`config.mk`:
```
export PLATFORM = sky130hd
export DESIGN_NAME = lut_table_loader_flat
export DESIGN_NICKNAME = d
export VERILOG_FILES = /design/src/rtl/lut_table_loader_if.sv /design/src/rtl/lut_table_loader.sv /design/src/flat_wrapper.sv
export SDC_FILE = /design/constraint.sdc
export NUM_CORES = 1
export LEC_CHECK = 0
export ABC_AREA = 1
export CAP_MARGIN = 15
export CORE_MARGIN = 2
export CORE_UTILIZATION = 60
export CTS_CLUSTER_SIZE = 12
export DETAILED_ROUTE_END_ITERATION = 10
export PLACE_DENSITY = 0.79
export SYNTH_ARGS = -nofsm -noshare
export SYNTH_HDL_FRONTEND = slang
export SYNTH_SLANG_ARGS = --single-unit
```
`constraint.sdc`:
```
create_clock -name clk -period 2.36 [get_ports clk]
set_clock_uncertainty 0.2 [all_clocks]
set_input_delay 0.354 -clock clk [delete_from_list [all_inputs] [get_ports clk]]
set_output_delay 0.354 -clock clk [all_outputs]
set_load 0.02 [all_outputs]
```
`src/rtl/lut_table_loader_if.sv`:
```
// lut_table_loader_if
//   Bundles the table-write stream and the lookup port of lut_table_loader.
//   Write side : load_start, wr_valid, wr_data -> wr_ready, load_done, lut_valid
//   Lookup side: in_valid, M0                   -> out_valid, M1
//   modport slave  : the loader itself
//   modport master : the host/config path and layer slot driving it
interface lut_table_loader_if #(
  parameter int IN_BITS  = 6,
  parameter int OUT_BITS = 2,
  parameter int EPB      = 4
);
  logic                    load_start;
  logic                    wr_valid;
  logic [OUT_BITS*EPB-1:0] wr_data;
  logic                    wr_ready;
  logic                    load_done;
  logic                    lut_valid;
  logic                    in_valid;
  logic [IN_BITS-1:0]      M0;
  logic                    out_valid;
  logic [OUT_BITS-1:0]     M1;

  modport slave (
    input  load_start, wr_valid, wr_data, in_valid, M0,
    output wr_ready, load_done, lut_valid, out_valid, M1
  );

  modport master (
    output load_start, wr_valid, wr_data, in_valid, M0,
    input  wr_ready, load_done, lut_valid, out_valid, M1
  );
endinterface

```
`src/rtl/lut_table_loader.sv`:
```
// lut_table_loader
//   Runtime-loadable neuron truth table. A full 2^IN_BITS x OUT_BITS table is
//   streamed in EPB entries per beat, then served as registered lookups
//   (M0 -> M1, one cycle latency, one lookup per cycle).
// Ports
//   clk      : rising-edge clock
//   rst      : async active-high reset
//   bus      : lut_table_loader_if.slave (write stream + lookup port)
//   load_chk : XOR of every entry written in the current load
//              (only when LUT_LOAD_CHECKSUM_EN is defined)
// Configuration
//   LUT_LOAD_CHECKSUM_EN : adds the load_chk output and its checksum logic.
module lut_table_loader #(
  parameter int IN_BITS  = 6,
  parameter int OUT_BITS = 2,
  parameter int EPB      = 4
) (
  input  logic clk,
  input  logic rst,
  lut_table_loader_if.slave bus
`ifdef LUT_LOAD_CHECKSUM_EN
  ,
  output logic [OUT_BITS-1:0] load_chk
`endif
);

  localparam int DEPTH  = 1 << IN_BITS;
  localparam int BEATS  = DEPTH / EPB;
  localparam int BW     = (BEATS > 1) ? $clog2(BEATS) : 1;
  localparam int KW     = $clog2(EPB);
  localparam int CW     = (KW > 0) ? KW : 1;
  localparam int STAGES = 1;

  typedef enum logic [1:0] {IDLE, LOAD, READY} state_t;

  // One RAM row holds exactly one write beat, so a beat is a single row write
  // and the entry order inside wr_data matches the packed row layout.
  typedef logic [EPB-1:0][OUT_BITS-1:0] row_t;

  state_t              state, state_nxt;
  logic [BW-1:0]       cnt, cnt_nxt;
  logic                done_nxt;
  logic                wr_ready_q, lut_valid_q, load_done_q;
  logic                accept, last_beat;

  row_t                mem [BEATS];
  logic [BW-1:0]       rd_row;
  logic [CW-1:0]       rd_col;
  logic                lkp_fire;
  logic [STAGES:1]     vld_pipe;
  logic [OUT_BITS-1:0] m1_q;

  // A beat arriving with load_start belongs to the stream being abandoned.
  assign accept    = (state == LOAD) & bus.wr_valid & ~bus.load_start;
  assign last_beat = (cnt == BW'(BEATS - 1));

  // ---------------------------------------------------------------- FSM
  always_comb begin
    state_nxt = state;
    cnt_nxt   = cnt;
    done_nxt  = 1'b0;
    case (state)
      IDLE: begin
        if (bus.load_start) begin
          state_nxt = LOAD;
          cnt_nxt   = '0;
        end
      end
      LOAD: begin
        if (bus.load_start) begin
          cnt_nxt = '0;
        end else if (accept) begin
          if (last_beat) begin
            state_nxt = READY;
            cnt_nxt   = '0;
            done_nxt  = 1'b1;
          end else begin
            cnt_nxt = cnt + BW'(1);
          end
        end
      end
      READY: begin
        if (bus.load_start) begin
          state_nxt = LOAD;
          cnt_nxt   = '0;
        end
      end
      default: begin
        state_nxt = IDLE;
        cnt_nxt   = '0;
      end
    endcase
  end

  // Status outputs are dedicated flops loaded from the next state, so they
  // never glitch on a state-encoding decode.
  always_ff @(posedge clk or posedge rst) begin
    if (rst) begin
      state       <= IDLE;
      cnt         <= '0;
      wr_ready_q  <= 1'b0;
      lut_valid_q <= 1'b0;
      load_done_q <= 1'b0;
    end else begin
      state       <= state_nxt;
      cnt         <= cnt_nxt;
      wr_ready_q  <= (state_nxt == LOAD);
      lut_valid_q <= (state_nxt == READY);
      load_done_q <= done_nxt;
    end
  end

  assign bus.wr_ready  = wr_ready_q;
  assign bus.lut_valid = lut_valid_q;
  assign bus.load_done = load_done_q;

  // ---------------------------------------------------------------- RAM
  // Contents are deliberately not reset; lut_valid gates every use.
  always_ff @(posedge clk) begin
    if (accept) mem[cnt] <= bus.wr_data;
  end

  // ---------------------------------------------------------------- lookup
  assign rd_row   = BW'(bus.M0 >> KW);
  assign rd_col   = CW'(bus.M0 & IN_BITS'(EPB - 1));
  assign lkp_fire = bus.in_valid & lut_valid_q;

  // On a load_start edge no write is accepted, so a lookup sampled there
  // reads the old table.
  always_ff @(posedge clk or posedge rst) begin
    if (rst) begin
      vld_pipe <= '0;
      m1_q     <= '0;
    end else begin
      vld_pipe[1] <= lkp_fire;
      if (lkp_fire) m1_q <= mem[rd_row][rd_col];
    end
  end

  assign bus.out_valid = vld_pipe[STAGES];
  assign bus.M1        = m1_q;

`ifdef LUT_LOAD_CHECKSUM_EN
  // ---------------------------------------------------------------- checksum
  logic [OUT_BITS-1:0] beat_xor, chk_q;

  always_comb begin
    beat_xor = '0;
    for (int k = 0; k < EPB; k++) beat_xor ^= bus.wr_data[k*OUT_BITS +: OUT_BITS];
  end

  always_ff @(posedge clk or posedge rst) begin
    if (rst)                 chk_q <= '0;
    else if (bus.load_start) chk_q <= '0;
    else if (accept)         chk_q <= chk_q ^ beat_xor;
  end

  assign load_chk = chk_q;
`endif

endmodule
```
`src/flat_wrapper.sv`:
```
// flat-port wrapper written by rule: the top's interface ports become plain ports
module lut_table_loader_flat 
#(
  parameter int IN_BITS  = 6,
  parameter int OUT_BITS = 2,
  parameter int EPB      = 4
)
  (clk, rst, bus_load_start, bus_wr_valid, bus_wr_data, bus_in_valid, bus_M0, bus_wr_ready, bus_load_done, bus_lut_valid, bus_out_valid, bus_M1);
  lut_table_loader_if #(.IN_BITS(IN_BITS), .OUT_BITS(OUT_BITS), .EPB(EPB)) bus_i ();
  input  logic clk;
  input  logic rst;
  input wire logic [$bits(bus_i.load_start)-1:0] bus_load_start;
  input wire logic [$bits(bus_i.wr_valid)-1:0] bus_wr_valid;
  input wire logic [$bits(bus_i.wr_data)-1:0] bus_wr_data;
  input wire logic [$bits(bus_i.in_valid)-1:0] bus_in_valid;
  input wire logic [$bits(bus_i.M0)-1:0] bus_M0;
  output wire logic [$bits(bus_i.wr_ready)-1:0] bus_wr_ready;
  output wire logic [$bits(bus_i.load_done)-1:0] bus_load_done;
  output wire logic [$bits(bus_i.lut_valid)-1:0] bus_lut_valid;
  output wire logic [$bits(bus_i.out_valid)-1:0] bus_out_valid;
  output wire logic [$bits(bus_i.M1)-1:0] bus_M1;
  assign bus_i.load_start = bus_load_start;
  assign bus_i.wr_valid = bus_wr_valid;
  assign bus_i.wr_data = bus_wr_data;
  assign bus_i.in_valid = bus_in_valid;
  assign bus_i.M0 = bus_M0;
  assign bus_wr_ready = bus_i.wr_ready;
  assign bus_load_done = bus_i.load_done;
  assign bus_lut_valid = bus_i.lut_valid;
  assign bus_out_valid = bus_i.out_valid;
  assign bus_M1 = bus_i.M1;
  lut_table_loader #(.IN_BITS(IN_BITS), .OUT_BITS(OUT_BITS), .EPB(EPB)) u_core (.clk(clk), .rst(rst), .bus(bus_i));
endmodule
```
[After elaboration in Yosys (flattened, before gate mapping)]
Memory sizes are Yosys's and may differ from the RTL's.
Index checks and enable logic that the tools add are counted.
Word-level totals
  register bits: 12
  bits in writable memories: 128
  input port bits: 19
  output and inout bits: 6
  logic and storage cells: 42
  memories kept: 1
Operators by class
  add/subtract/negate cells: 1
  order comparisons: 1
  equality and inequality tests: 7
  mux-type cells: 18
  bitwise operators: 4
  reductions and logical operators: 3
Memories
  u_core.mem: depth 16, bits a word 8, rd ports 1, clocked after Yosys merged registers in 0, write ports 1, line lut_table_loader.sv:46  | row_t mem [BEATS];
Operators with widths (number)
  $mux W4: 4
  $mux W2: 5
  $pmux W4 S2: 1
  $mux W1: 6
  $add A4 B1 Y4 const B: 1
  $bmux W2 S2: 1
  $eq A2 B1 Y1 const B: 2
  $eq A2 B2 Y1 const B: 2
  $eq A4 B4 Y1 const B: 1
  $pmux W2 S2: 1
  $and A1 B1 Y1: 3
  $lt A2 B3 Y1 const B: 1
  $ne A3 B2 Y1 const B: 1
  $logic_not A2 Y1: 1
  $ne A2 B1 Y1 const B: 1
  $reduce_and A2 Y1: 1
  $reduce_or A2 Y1: 1
  $not A1 Y1: 1

[Depth between registers and ports, before layout]
  depth after elaboration: 7
  mapped depth: 12
  mapped depth without buffers: 11

[Worst setup path before layout]
Ideal clock, no wire load.
  path kind: register to register
  start: register u_core.cnt[0]
  end: memory u_core.mem[7][0] in the netlist's numbering, enable pin
  setup time: 0.383 ns
  data arrival time: 1.242 ns
  required time: 1.777 ns
  path slack: 0.535 ns
  cell stages (with the launch flop): 4
  buffers on the path: 0
  period minus slack after synthesis: 1.825 ns
  path through: dfrtp_1 ha_1 inv_1 nor3_1
RTL lines
  start, declared: line lut_table_loader.sv:41  | logic [BW-1:0] cnt, cnt_nxt;
  start signal, assigned: line lut_table_loader.sv:106  | cnt <= cnt_nxt;
  end, declared: line lut_table_loader.sv:46
Straight into the memory's write port.

[Final worst setup path]
  start: register u_core.lut_valid_q (netlist: u_core.bus.lut_valid)
  end: output port bus_lut_valid
RTL lines
  start, declared: line lut_table_loader.sv:43  | logic wr_ready_q, lut_valid_q, load_done_q;
  start signal, assigned: line lut_table_loader.sv:108  | lut_valid_q <= (state_nxt == READY);
  end, declared: line flat_wrapper.sv:19  | output wire logic [$bits(bus_i.lut_valid)-1:0] bus_lut_valid;
No word-level cell between the ends.

==> impl_metrics.ini <==
[setup_path]
cp_top_family = buffers and inverters
crit_chain = clkdlybuf4s50_1
startpoint_type = flip-flop
crit_type = reg2out
worst_ep_required_time_ps = 1810
cp-end-kind = output port
ff2ff_path_depth = 6
slowest_delay_ps = 610
worstPathBufferInverterCount = 1
slowest_stage = clkdlybuf4s50_1
cp_num_cells = 1
worstPathArrival_ps = 1500
worst-path-max-fanout = 2
cp-endpoint = bus_lut_valid
timing.rr.start = u_core.state[1]
r2r-end = u_core.mem[14][0]
startpoint = u_core.bus.lut_valid
ff2ff_setup_slack_ps = 480

[drt]
routed_wl_um = 12330
first_pass_iters = 5
vias = 3878
drcViolationCount = 0
avgViaCountPerCell = 5.612
drt_iter0_drc = 337
wl_per_cell_um = 17.84
ant_nets = 0

[clock_tree]
insertion_delay_ps = 530
path_clk_slew_ps = 60
clkSinkCount = 140
cts_root_buf = clkbuf_8
hold_buffers = 1
ctsResizeCount = 0
cts_tree = done
post_cts_buffers = 0
clockBufferDepth = 2
htree_levels = 4
cts_buffers = 17

[synthesis]
synth.avg_cell_area_um2 = 11.44
ys_types = 18
synth_cells = 507
yosysTopAreaCell = edfxtp_1
synth-seq-cells = 140
syn-num-nets = 530
synth_area_mm2 = 0.005798
synth_top_area_share_pct = 66.29
synth.area.top_cells = edfxtp_1 (66%), nand2_1 (11%), nand3_1 (10%), dfrtp_1 (5.2%), buf_6 (1.4%)
yosysSeqAreaShare_pct = 71.47
yosysWarnings = 0

[timing]
period_minus_slack_ps = 2051
hold_viol_final = 0
slew-limit-headroom_pct = 51.68
setup_viol = 0
grt_setup_unrepaired = no
min_period_over_period_pct = 86.90
finalSetupTns_ps = 0
max_freq_ghz = 0.4876
worstMarginPinSlew_ps = 722.5
drv_slew = 0

[die]
core-area_mm2 = 0.009328
top_level_ports = 25
fp.dieH_um = 102.3
die_w_um = 102.3
die_area_mm2 = 0.01047
rows = 35
initial_core_util_pct = 62.16

[final_layout]
final_common_cell = nand2_1
fin_nets = 572
final_cell_mix = nand2_1 (167), edfxtp_1 (128), nand3_1 (119), clkdlybuf4s50_1 (23), inv_1 (20)
area_delta_synth_final_pct = 17.16
insertedDiodeCount = 0
drive_above_1_share_pct = 10.14

[grt]
met2_usage_pct = 40.33
overflow = 0
grt_max_degree = 65
grt_use_met1_pct = 34.88
antenna_found_initial = 0
grt_pass1_wl_um = 19530
met3_usage_pct = 6.977
grt_pass1_vias = 3756
busiest_layer = met2
grt_usage_pct = 25.99

[hold_path]
worst_hold_path_type = in2reg

[place]
io_buffers = 24
routabilityCongestion = 0.9310
hpwl_um = 7518

[pwr]
ir_drop_v = 0.0005089
power_density_mw_per_mm2 = 804.5
p_leak_nw = 2.610
power_mw = 5.465

[run]
cap_viol_max_count = 0

[outcome]
outcome = complete, no violations
registers in the layout, indices dropped and copies added, names as in the netlist:
register              cells
u_core.bus.M1             2
u_core.bus.load_done      1
u_core.bus.lut_valid      1
u_core.bus.out_valid      1
u_core.bus.wr_ready       1
u_core.cnt                4
u_core.mem              128
u_core.state              2
worst min-delay path by stage:
| stage | depth (start not counted) | from | to | slack [ps] |
|---|---|---|---|---|
| CTS | 2 | bus_load_start | u_core.cnt[2] | 210 |
| global route | 2 | bus_load_start | u_core.cnt[2] | 230 |
| global placement | 2 | u_core.bus.M1[0] | u_core.bus.M1[0] | 280 |
| floorplan | 1 | rst | u_core.bus.M1[0] | 20 |
| finish | 2 | bus_load_start | u_core.cnt[2] | 220 |
| detailed placement | 2 | u_core.bus.M1[0] | u_core.bus.M1[0] | 280 |
per-layer routing:
layer,vias to the layer above,wire (um)
met1,1841,5126
met3,24,896
met2,167,6039
li1,1846,-
met4,0,266
met5,-,0
cells by family after synthesis:
family                     after synthesis  synth area share (%)
and+or+nand+nor                        312                 22.98
DFF                                    140                 71.47
buffers and inverters                   46                 4.251
AOI/OAI and AO/OA                        5                0.4315
adders and majority gates                4                0.8632
cells in the mapped netlist:
library cell and count:
clkbuf_1 1, o21ai_1 1, o21ai_0 4, buf_1 1
nor2_1 18, nand3_1 119, edfxtp_1 128, inv_2 2
buf_2 14, nand4_1 1, buf_4 1, nor4_1 1
inv_1 20, buf_6 7, dfrtp_1 12, nand2_1 167
nor3_1 6, ha_1 4
report_power, final:
part | internal [mW] | switching, mW | total [mW] | leakage (nW)
combinational | 0.108 | 0.224 | 0.332 | 1.04
sequential | 2.73 | 0.00888 | 2.74 | 1.31
clock | 1.37 | 1.03 | 2.39 | 0.260
total | 4.21 | 1.26 | 5.46 | 2.61
layout make-up:
type,instances,area (um2)
well taps,129,161.4
inverters,22,82.58
clock inverters,14,110.1
fillers,638,2535
repair buffers,47,447.9
multi-input cells,321,1408
flip-flops and latches,140,4144
clock buffers,18,439.2
metrics by stage:
stage | worst slack [ps] | utilization (%) | std cells | hold slack (ps) | instance area (um2)
CTS | 304.6 | 72.82 | 691 | 209.0 | 6793
global placement | 134.4 | 66.83 | 658 | 275.4 | 6233
global route | 269.9 | 72.82 | 691 | 225.7 | 6793
floorplan | 534.6 | - | 507 | 18.70 | 5798
finish | 309.1 | 72.82 | 691 | 215.1 | 6793
detailed placement | 113.6 | 66.83 | 658 | 278.0 | 6233
worst reg2reg max path, delay by kind of cell (launching register included):
kind	cells	cell delay (ps)
buf+inv	2	370
flops	1	390
simple gates	4	620
(Power assumes the default switching activity.)
